--- src/rtl/region_stats_if.sv ---
// rtl/region_stats_if.sv - pixel stream in / frame statistics out bundle for region_stats
interface region_stats_if #(
    parameter int XW = 9,
    parameter int YW = 8,
    parameter int CW = 17,
    parameter int SW = 26
);
    logic          pix_valid;
    logic          pix_sof;
    logic [7:0]    pix_data;
    logic          stats_valid;
    logic          obj_present;
    logic [CW-1:0] pix_count;
    logic [XW-1:0] min_x;
    logic [XW-1:0] max_x;
    logic [YW-1:0] min_y;
    logic [YW-1:0] max_y;
    logic [SW-1:0] sum_x;
    logic [SW-1:0] sum_y;
    logic          frame_err;

    modport master (
        output pix_valid, pix_sof, pix_data,
        input  stats_valid, obj_present, pix_count, min_x, max_x,
               min_y, max_y, sum_x, sum_y, frame_err
    );

    modport slave (
        input  pix_valid, pix_sof, pix_data,
        output stats_valid, obj_present, pix_count, min_x, max_x,
               min_y, max_y, sum_x, sum_y, frame_err
    );
endinterface

--- src/rtl/region_stats.sv ---
// rtl/region_stats.sv - per-frame blob count, bounding box and coordinate sums (sums under REGION_STATS_SUMS_EN)
module region_stats #(
    parameter int IMG_W = 320,
    parameter int IMG_H = 240,
    parameter int XW    = 9,
    parameter int YW    = 8,
    parameter int CW    = 17,
    parameter int SW    = 26
) (
    input  logic          clk,
    input  logic          rst,
    region_stats_if.slave bus
);
    typedef enum logic [1:0] {IDLE, ACCUM, DONE} state_t;

    state_t        state;
    logic [XW-1:0] x;
    logic [YW-1:0] y;
    logic [CW-1:0] acc_count;
    logic [XW-1:0] acc_min_x, acc_max_x;
    logic [YW-1:0] acc_min_y, acc_max_y;

    logic          beat_en, fresh, obj, base_has, last_pix;
    logic [XW-1:0] cur_x, n_x, base_min_x, base_max_x, n_min_x, n_max_x;
    logic [YW-1:0] cur_y, n_y, base_min_y, base_max_y, n_min_y, n_max_y;
    logic [CW-1:0] base_count, n_count;

    // A beat that opens a frame (from IDLE/DONE, or a restarting sof) sees
    // zeroed accumulators so stale values never leak into the new frame.
    always_comb begin
        beat_en    = bus.pix_valid && (state == ACCUM || bus.pix_sof);
        fresh      = (state != ACCUM) || bus.pix_sof;
        obj        = bus.pix_data != 8'd0;
        cur_x      = fresh ? '0 : x;
        cur_y      = fresh ? '0 : y;
        base_count = fresh ? '0 : acc_count;
        base_min_x = fresh ? '0 : acc_min_x;
        base_max_x = fresh ? '0 : acc_max_x;
        base_min_y = fresh ? '0 : acc_min_y;
        base_max_y = fresh ? '0 : acc_max_y;
        base_has   = base_count != '0;
        n_count    = base_count + CW'(obj);
        n_min_x    = base_min_x;
        n_max_x    = base_max_x;
        n_min_y    = base_min_y;
        n_max_y    = base_max_y;
        if (obj) begin
            n_min_x = (base_has && base_min_x < cur_x) ? base_min_x : cur_x;
            n_max_x = (base_has && base_max_x > cur_x) ? base_max_x : cur_x;
            n_min_y = (base_has && base_min_y < cur_y) ? base_min_y : cur_y;
            n_max_y = (base_has && base_max_y > cur_y) ? base_max_y : cur_y;
        end
        last_pix = (cur_x == XW'(IMG_W - 1)) && (cur_y == YW'(IMG_H - 1));
        if (cur_x == XW'(IMG_W - 1)) begin
            n_x = '0;
            n_y = cur_y + YW'(1);
        end else begin
            n_x = cur_x + XW'(1);
            n_y = cur_y;
        end
    end

    // The last beat latches the final values directly, so stats_valid is
    // high during the single DONE cycle that follows it.
    always_ff @(posedge clk) begin
        if (rst) begin
            state           <= IDLE;
            x               <= '0;
            y               <= '0;
            acc_count       <= '0;
            acc_min_x       <= '0;
            acc_max_x       <= '0;
            acc_min_y       <= '0;
            acc_max_y       <= '0;
            bus.stats_valid <= 1'b0;
            bus.obj_present <= 1'b0;
            bus.pix_count   <= '0;
            bus.min_x       <= '0;
            bus.max_x       <= '0;
            bus.min_y       <= '0;
            bus.max_y       <= '0;
            bus.frame_err   <= 1'b0;
        end else begin
            bus.stats_valid <= 1'b0;
            bus.frame_err   <= 1'b0;
            if (beat_en) begin
                acc_count <= n_count;
                acc_min_x <= n_min_x;
                acc_max_x <= n_max_x;
                acc_min_y <= n_min_y;
                acc_max_y <= n_max_y;
                if (state == ACCUM && bus.pix_sof && !(x == '0 && y == '0))
                    bus.frame_err <= 1'b1;
                if (last_pix) begin
                    x               <= '0;
                    y               <= '0;
                    state           <= DONE;
                    bus.stats_valid <= 1'b1;
                    bus.obj_present <= n_count != '0;
                    bus.pix_count   <= n_count;
                    bus.min_x       <= n_min_x;
                    bus.max_x       <= n_max_x;
                    bus.min_y       <= n_min_y;
                    bus.max_y       <= n_max_y;
                end else begin
                    x     <= n_x;
                    y     <= n_y;
                    state <= ACCUM;
                end
            end else if (state == DONE) begin
                state <= IDLE;
            end
        end
    end

`ifdef REGION_STATS_SUMS_EN
    logic [SW-1:0] acc_sum_x, acc_sum_y, n_sum_x, n_sum_y;

    always_comb begin
        n_sum_x = fresh ? '0 : acc_sum_x;
        n_sum_y = fresh ? '0 : acc_sum_y;
        if (obj) begin
            n_sum_x = n_sum_x + SW'(cur_x);
            n_sum_y = n_sum_y + SW'(cur_y);
        end
    end

    always_ff @(posedge clk) begin
        if (rst) begin
            acc_sum_x <= '0;
            acc_sum_y <= '0;
            bus.sum_x <= '0;
            bus.sum_y <= '0;
        end else if (beat_en) begin
            acc_sum_x <= n_sum_x;
            acc_sum_y <= n_sum_y;
            if (last_pix) begin
                bus.sum_x <= n_sum_x;
                bus.sum_y <= n_sum_y;
            end
        end
    end
`else
    assign bus.sum_x = '0;
    assign bus.sum_y = '0;
`endif
endmodule

--- src/flat_wrapper.sv ---
// flat-port wrapper written by rule: the top's interface ports become plain ports
module region_stats_flat 
#(
    parameter int IMG_W = 320,
    parameter int IMG_H = 240,
    parameter int XW    = 9,
    parameter int YW    = 8,
    parameter int CW    = 17,
    parameter int SW    = 26
)
  (clk, rst, bus_pix_valid, bus_pix_sof, bus_pix_data, bus_stats_valid, bus_obj_present, bus_pix_count, bus_min_x, bus_max_x, bus_min_y, bus_max_y, bus_sum_x, bus_sum_y, bus_frame_err);
  region_stats_if #(.XW(XW), .YW(YW), .CW(CW), .SW(SW)) bus_i ();
  input  logic clk;
  input  logic rst;
  input wire logic [$bits(bus_i.pix_valid)-1:0] bus_pix_valid;
  input wire logic [$bits(bus_i.pix_sof)-1:0] bus_pix_sof;
  input wire logic [$bits(bus_i.pix_data)-1:0] bus_pix_data;
  output wire logic [$bits(bus_i.stats_valid)-1:0] bus_stats_valid;
  output wire logic [$bits(bus_i.obj_present)-1:0] bus_obj_present;
  output wire logic [$bits(bus_i.pix_count)-1:0] bus_pix_count;
  output wire logic [$bits(bus_i.min_x)-1:0] bus_min_x;
  output wire logic [$bits(bus_i.max_x)-1:0] bus_max_x;
  output wire logic [$bits(bus_i.min_y)-1:0] bus_min_y;
  output wire logic [$bits(bus_i.max_y)-1:0] bus_max_y;
  output wire logic [$bits(bus_i.sum_x)-1:0] bus_sum_x;
  output wire logic [$bits(bus_i.sum_y)-1:0] bus_sum_y;
  output wire logic [$bits(bus_i.frame_err)-1:0] bus_frame_err;
  assign bus_i.pix_valid = bus_pix_valid;
  assign bus_i.pix_sof = bus_pix_sof;
  assign bus_i.pix_data = bus_pix_data;
  assign bus_stats_valid = bus_i.stats_valid;
  assign bus_obj_present = bus_i.obj_present;
  assign bus_pix_count = bus_i.pix_count;
  assign bus_min_x = bus_i.min_x;
  assign bus_max_x = bus_i.max_x;
  assign bus_min_y = bus_i.min_y;
  assign bus_max_y = bus_i.max_y;
  assign bus_sum_x = bus_i.sum_x;
  assign bus_sum_y = bus_i.sum_y;
  assign bus_frame_err = bus_i.frame_err;
  region_stats #(.IMG_W(IMG_W), .IMG_H(IMG_H), .XW(XW), .YW(YW), .CW(CW), .SW(SW)) u_core (.clk(clk), .rst(rst), .bus(bus_i));
endmodule
--- config.mk ---
export PLATFORM = sky130hd
export DESIGN_NAME = region_stats_flat
export DESIGN_NICKNAME = d
export VERILOG_FILES = /design/src/rtl/region_stats_if.sv /design/src/rtl/region_stats.sv /design/src/flat_wrapper.sv
export SDC_FILE = /design/constraint.sdc
export NUM_CORES = 1
export LEC_CHECK = 0
export BUFFER_PORTS_ARGS = -buffer_cell sky130_fd_sc_hd__buf_2
export CORE_MARGIN = 5
export CORE_UTILIZATION = 51
export DETAILED_ROUTE_END_ITERATION = 8
export GPL_TIMING_DRIVEN = 0
export HOLD_SLACK_MARGIN = 0.12
export PLACE_DENSITY = 0.76
export SLEW_MARGIN = 20
export SYNTH_ARGS = -nofsm -noshare
export SYNTH_HDL_FRONTEND = slang
export SYNTH_SLANG_ARGS = --single-unit
--- constraint.sdc ---
create_clock -name clk -period 3.75 [get_ports clk]
set_clock_uncertainty 0.15 [all_clocks]
set_input_delay 0 -clock clk [delete_from_list [all_inputs] [get_ports clk]]
set_output_delay 0 -clock clk [all_outputs]
set_load 0.05 [all_outputs]
[Word-level counts from Yosys, hierarchy flattened]
Index checks and enable logic that the tools add are counted.
Word-level totals
  bits in read-only memories: 0
  memories: 0
  register bits after elaboration: 124
  latch bits: 0
  output and inout port bits: 106
  memory bits (writable): 0
Cells by class
  reductions and logical operators: 20
  shifts and indexed selects: 0
  bitwise gates (word level): 1
  multiply operators: 0
  add/sub/neg operators: 3
  muxes and demuxes: 24
  $lt $le $gt $ge: 4
  div/mod/pow operators: 0
  equal/unequal tests: 5
Operator list (number)
  two-way mux 9 bit: 9
  two-way mux 8 bit: 9
  nonzero test 17 bit: 2
  adder 17 x 1 -> 17 bit: 1
  two-way mux 17 bit: 1
  adder 9 x 1 -> 9 bit (second input constant): 1
  == test 9 bit (second input constant): 1
  greater-than comparator 9 bit: 1
  logical AND 1 bit: 9
  logical NOT 9 bit: 1
  < comparator 9 bit: 1
  adder 8 x 1 -> 8 bit (second input constant): 1
  == test 8 bit (second input constant): 1
  greater-than comparator 8 bit: 1
  logical NOT 8 bit: 1
  < comparator 8 bit: 1
  nonzero test 8 bit: 1
  two-way mux 2 bit: 3
  == test 2 x 1 -> 1 bit (second input constant): 1
  == test 2 bit (second input constant): 1
  logical OR 1 bit: 2
  two-way mux 1 bit: 2
  inequality test 2 x 1 -> 1 bit (second input constant): 1
  AND reduction 2 bit: 1
  4 further kinds: 4

[Longest topological paths before layout]
  word-level depth: 7
  depth in mapped cells: 16
  depth with buffers taken out: 12

[Worst setup path after synthesis]
Ideal clock, no wire load.
  path type: reg2reg
  from: reg u_core.state[0]
  to: reg u_core.bus.obj_present
  arrival time: 3586 ps
  setup slack: -113 ps
  period minus slack after synthesis: 3863 ps
  stages on the path, launching flop included: 17
  library setup time: 127 ps
  path through: dfxtp_1 > nor3b_4 > buf_2 > clkbuf_1 > clkbuf_1 > clkbuf_1 > and2_1 > ha_1 > ha_1 > clkbuf_1 > nand3_1 > xor2_1 > nor2_1 > or3_1 > or4_1 > nor4_1 > a21oi_1
Between the ends
  word-level cells in the longest chain between the ends: 6
  elaborated cells on any way between the ends: 14
  those cells by class: 1 x add/sub; 4 x eq/ne; 3 x mux; 6 x reduce/logical
RTL lines
  start, declared: RTL line region_stats.sv:16  | state_t state;
  start signal, assigned: RTL line region_stats.sv:67  | state <= IDLE;
  start signal, assigned: RTL line region_stats.sv:97  | state <= DONE;
  start signal, assigned: RTL line region_stats.sv:108  | state <= ACCUM;
  branches (longest 6 deep; another with adder 17 x 1 -> 17 bit)
  end signal, assigned: RTL line region_stats.sv:76  | bus.obj_present <= 1'b0;
  end signal, assigned: RTL line region_stats.sv:99  | bus.obj_present <= n_count != '0;
  end, declared: RTL line region_stats_if.sv:30  | output stats_valid, obj_present, pix_count, min_x, max_x,
Several ways; the timed one is not identified.
A chain may end at the register's enable or synchronous reset.

[Worst setup path in the final report]
  from: reg u_core.state[1]
  to: reg u_core.bus.max_x[8]
Between the ends
  word-level cells in the longest chain between the ends: 7
  elaborated cells on any way between the ends: 18
  those cells by class: 1 x order compare; 4 x eq/ne; 6 x mux; 7 x reduce/logical
RTL lines
  inequality test 2 x 1 -> 1 bit: RTL line region_stats.sv:32  | fresh = (state != ACCUM) || bus.pix_sof;
  logical OR 1 bit: RTL line region_stats.sv:32
  two-way mux 9 bit (tied with other cells): RTL line region_stats.sv:38  | base_max_x = fresh ? '0 : acc_max_x;
  greater-than comparator 9 bit / nonzero test 17 bit (equally long branches): RTL line region_stats.sv:49, region_stats.sv:41
  logical AND 1 bit: RTL line region_stats.sv:49  | n_max_x = (base_has && base_max_x > cur_x) ? base_max_x : cur_x;
  two-way mux 9 bit: RTL line region_stats.sv:49
  two-way mux 9 bit: RTL line region_stats.sv:47  | if (obj) begin
  end signal, assigned: RTL line region_stats.sv:102  | bus.max_x <= n_max_x;
  end, declared: RTL line region_stats_if.sv:30
Several ways; a longest one is shown, not always the timed one.

==> metrics.csv <==
stage,metric,value,unit
run_status,status,finished clean,
floorplan,ios,118,
layout,num_antenna_cells,0,
global_routing,grt_remaining_overflow,0,
synth,ys_ff_latch,124,
sta,relSlewSlack,0.380,
floorplan,rows,42,
route,wire_per_inst,17.5,µm
worst_setup_path,cp.required,3.94,ns
worst_setup_path,crit_fanout,10,
floorplan,core_area,0.0133,mm²
clock_network,clk_pin_slew,0.06,ns
synth,synth_largest_area_cell,dfxtp_1,
job,cap_violations,0,
synth,synthesis.yosys.warnings,0,
power,power_density,387,mW/mm²
synth,syn_area,0.00697,mm²
worst_setup_path,cp-end-kind,flip-flop,
worst_setup_path,r2r_start,u_core.state[1],
clock_network,numClockSinks,124,
layout,drive_gt1_frac,0.210,
global_routing,grt_pass1_vias,6437,
global_routing,grt_usage,0.261,
sta,min_period_over_period,0.961,
synth,synthCells,871,
place,dp_worst_setup_slack,-1.12,ns
layout,area_delta_synth_final,22.4,%
layout,final_area,0.00853,mm²
floorplan,start_util,0.524,
floorplan,dieArea,0.0161,mm²
clock_network,clkLatencyLatePin,0.42,ns
route,first_pass_iters,8,
route,wl,21.0,mm
layout,final_net_count,1059,
clock_network,cts_buffers,17,
synth,async_flop_share,0,
worst_setup_path,reg2reg_to,u_core.bus.max_x[8],
place,globalplace.congestion,0.973,
worst_setup_path,cp-endpoint,u_core.bus.max_x[8],
synth,ys_seq_area_frac,0.356,
sta,report.final.slew_viol_count,0,
synth,synth_edf_count,0,
clock_network,cts-root-buf,clkbuf_16,
sta,rsz0062_at_grt,false,
min_path,hold_path_class,input pin to flip-flop,
route,vias_per_cell,5.66,
synth,synthFlopType,dfxtp_1,
power,peakVddDrop,0.304,mV
sta,whs,0.155,ns
power,finalPower,3.30,mW
worst_setup_path,worstSetupPathType,flip-flop to flip-flop,
place,placed_area,0.00771,mm²
global_routing,grt_max_degree,17,
worst_setup_path,arrival,3.79,ns
route,ant_nets,0,
synth,synth.top_cell.area_share,0.356,
synth,synth.most_common_cell,dfxtp_1,
route,route.detailed.drc,0,
power,power.leakage,3.55,nW
synth,yosys-top-cells-count,"dfxtp_1, nand2_1, nor2_1",
synth,synth_area_per_cell,8.00,µm²
sta,tightest_slew,0.930,ns
synth,ys_types,62,
route,vias,6807,
place,portBuffers,65,
sta,period_minus_slack,3.60,ns
global_routing,grt_pass1_wl,33.6,mm
sta,fmax,278,MHz
layout,fillers,1208,
floorplan,die_h,127,µm
worst_setup_path,crit_path_start_kind,flip-flop,
worst_setup_path,r2r_setup_slack,0.15,ns
sta,finalHoldViolCount,0,
clock_network,cts_tree,yes,
route,dr.first_iter.drc_count,648,
worst_setup_path,startpoint,u_core.state[1],
global_routing,antenna_found_initial,0,
worst_setup_path,r2r_cells,15,
sta,setup_ws,0.147,ns
floorplan,die_width,127,µm
place,post-dp-hpwl,14.8,mm
clock_network,cts_buffer_depth,2,
sta,finalSetupViolCount,0,
synth,synth.area.top_cells,"dfxtp_1, nand2_1, buf_4, ha_1, a21oi_1",
clock_network,htree_levels,4,
==> cell families after synthesis <==
family,Yosys count,synth area share
buffers and inverters,122,0.101
adder cells (fa/ha/maj),33,0.0593
AO/OA/AOI/OAI,195,0.184
flip-flops,124,0.356
other,1,0.000538
XOR/XNOR,16,0.0201
AND/OR/NAND/NOR,375,0.272
multiplexers,5,0.00718
==> cell type report <==
cell class,instances,area [µm²],share of cell area
Multi-Input combinational cell,676,4090,0.479
Buffer,111,709,0.0832
Clock inverter,10,113,0.0132
Tap cell,176,220,0.0258
Sequential cell,124,2480,0.291
Clock buffer,22,484,0.0568
Timing Repair Buffer,74,398,0.0466
Inverter,10,37.5,0.00440
==> layout by cell type (no fill, tap or decap), types with 5 or more instances in the layout <==
| cell | count |
|---|---|
| clkbuf_16 | 17 |
| inv_1 | 10 |
| nand3_1 | 25 |
| conb_1 | 52 |
| a211oi_1 | 19 |
| nor2_1 | 75 |
| nand2_1 | 119 |
| buf_4 | 62 |
| clkbuf_8 | 7 |
| and2_1 | 33 |
| a22o_1 | 31 |
| o21a_1 | 5 |
| buf_2 | 72 |
| and3_1 | 5 |
| clkbuf_1 | 33 |
| ha_1 | 31 |
| buf_6 | 6 |
| buf_1 | 6 |
| nand4_1 | 14 |
| xnor2_1 | 6 |
| a22oi_1 | 6 |
| o21ai_0 | 31 |
| dfxtp_1 | 123 |
| mux2i_1 | 5 |
| nor3_1 | 38 |
| xor2_1 | 10 |
| a21oi_1 | 70 |
| or3_1 | 11 |
| o21bai_1 | 5 |
| nor4_1 | 10 |
==> power breakdown <==
| part | internal [mW] | switching, mW | total [mW] | leakage (nW) |
|---|---|---|---|---|
| clock network | 1.05 | 0.610 | 1.66 | 0.292 |
| registers | 1.32 | 0.00365 | 1.33 | 0.999 |
| logic | 0.0832 | 0.234 | 0.317 | 2.26 |
| total | 2.45 | 0.848 | 3.30 | 3.55 |
==> metrics by stage <==
| step | setup TNS (ns) | utilization | cells |
|---|---|---|---|
| after floorplan | 0 | - | 922 |
| after global placement | -79.63 | 0.580 | 1163 |
| after detailed placement | -75.63 | 0.580 | 1163 |
| after CTS | 0 | 0.632 | 1198 |
| after global routing | 0 | 0.642 | 1203 |
| final | 0 | 0.642 | 1203 |
==> timing repair <==
item / CTS / global route
setup endpoints to repair: 106 / 76
hold buffers: 2 / 0
pin swaps: 1 / 3
endpoints found under the hold margin: 8 / 0
resized for setup: 20 / 21
buffers inserted: 2 / 5
==> worst max-delay path, cell delays in order, from the launching register on <==
cell      delay (ns)
dfxtp_1         0.36
nor3b_4         0.26
buf_6           0.15
clkbuf_8        0.17
clkbuf_8        0.20
clkbuf_8        0.19
nand2_1         0.11
ha_1            0.29
or3b_2          0.45
a21oi_1         0.18
a211oi_1        0.07
nor3_2          0.11
buf_4           0.16
o21ai_4         0.11
o21a_2          0.30
a211oi_1        0.25
==> per-layer routing <==
| layer | track usage | part of all wire | routed length (µm) |
|---|---|---|---|
| met5 | 0 | 0 | 0 |
| met4 | 0.121 | 0.035 | 738 |
| met3 | 0.0504 | 0.088 | 1850 |
| met2 | 0.414 | 0.46 | 9630 |
| met1 | 0.344 | 0.42 | 8830 |
==> state kept, by name, summed over array words and instances, names as in the netlist, 8 cells and up <==
register / flops
u_core.bus.pix_count: 17
u_core.bus.max_x: 9
u_core.acc_max_x: 9
u_core.acc_max_y: 8
u_core.bus.max_y: 8
u_core.acc_min_y: 8
u_core.x: 9
u_core.bus.min_y: 8
u_core.acc_min_x: 9
u_core.acc_count: 17
u_core.bus.min_x: 9
u_core.y: 8
==> worst min path at each step <==
stage	slack, ns	end	depth (start not counted)	from
floorplan	0.17	u_core.acc_max_y[2]	2	rst
global placement	0.29	u_core.bus.pix_count[4]	2	u_core.bus.pix_count[4]
detailed placement	0.29	u_core.bus.pix_count[14]	2	u_core.bus.pix_count[14]
CTS	0.15	u_core.bus.max_x[4]	6	bus_pix_valid
global route	0.20	u_core.bus.pix_count[12]	5	bus_pix_valid
finish	0.16	u_core.bus.pix_count[2]	5	bus_pix_valid
(Power assumes the default switching activity.)
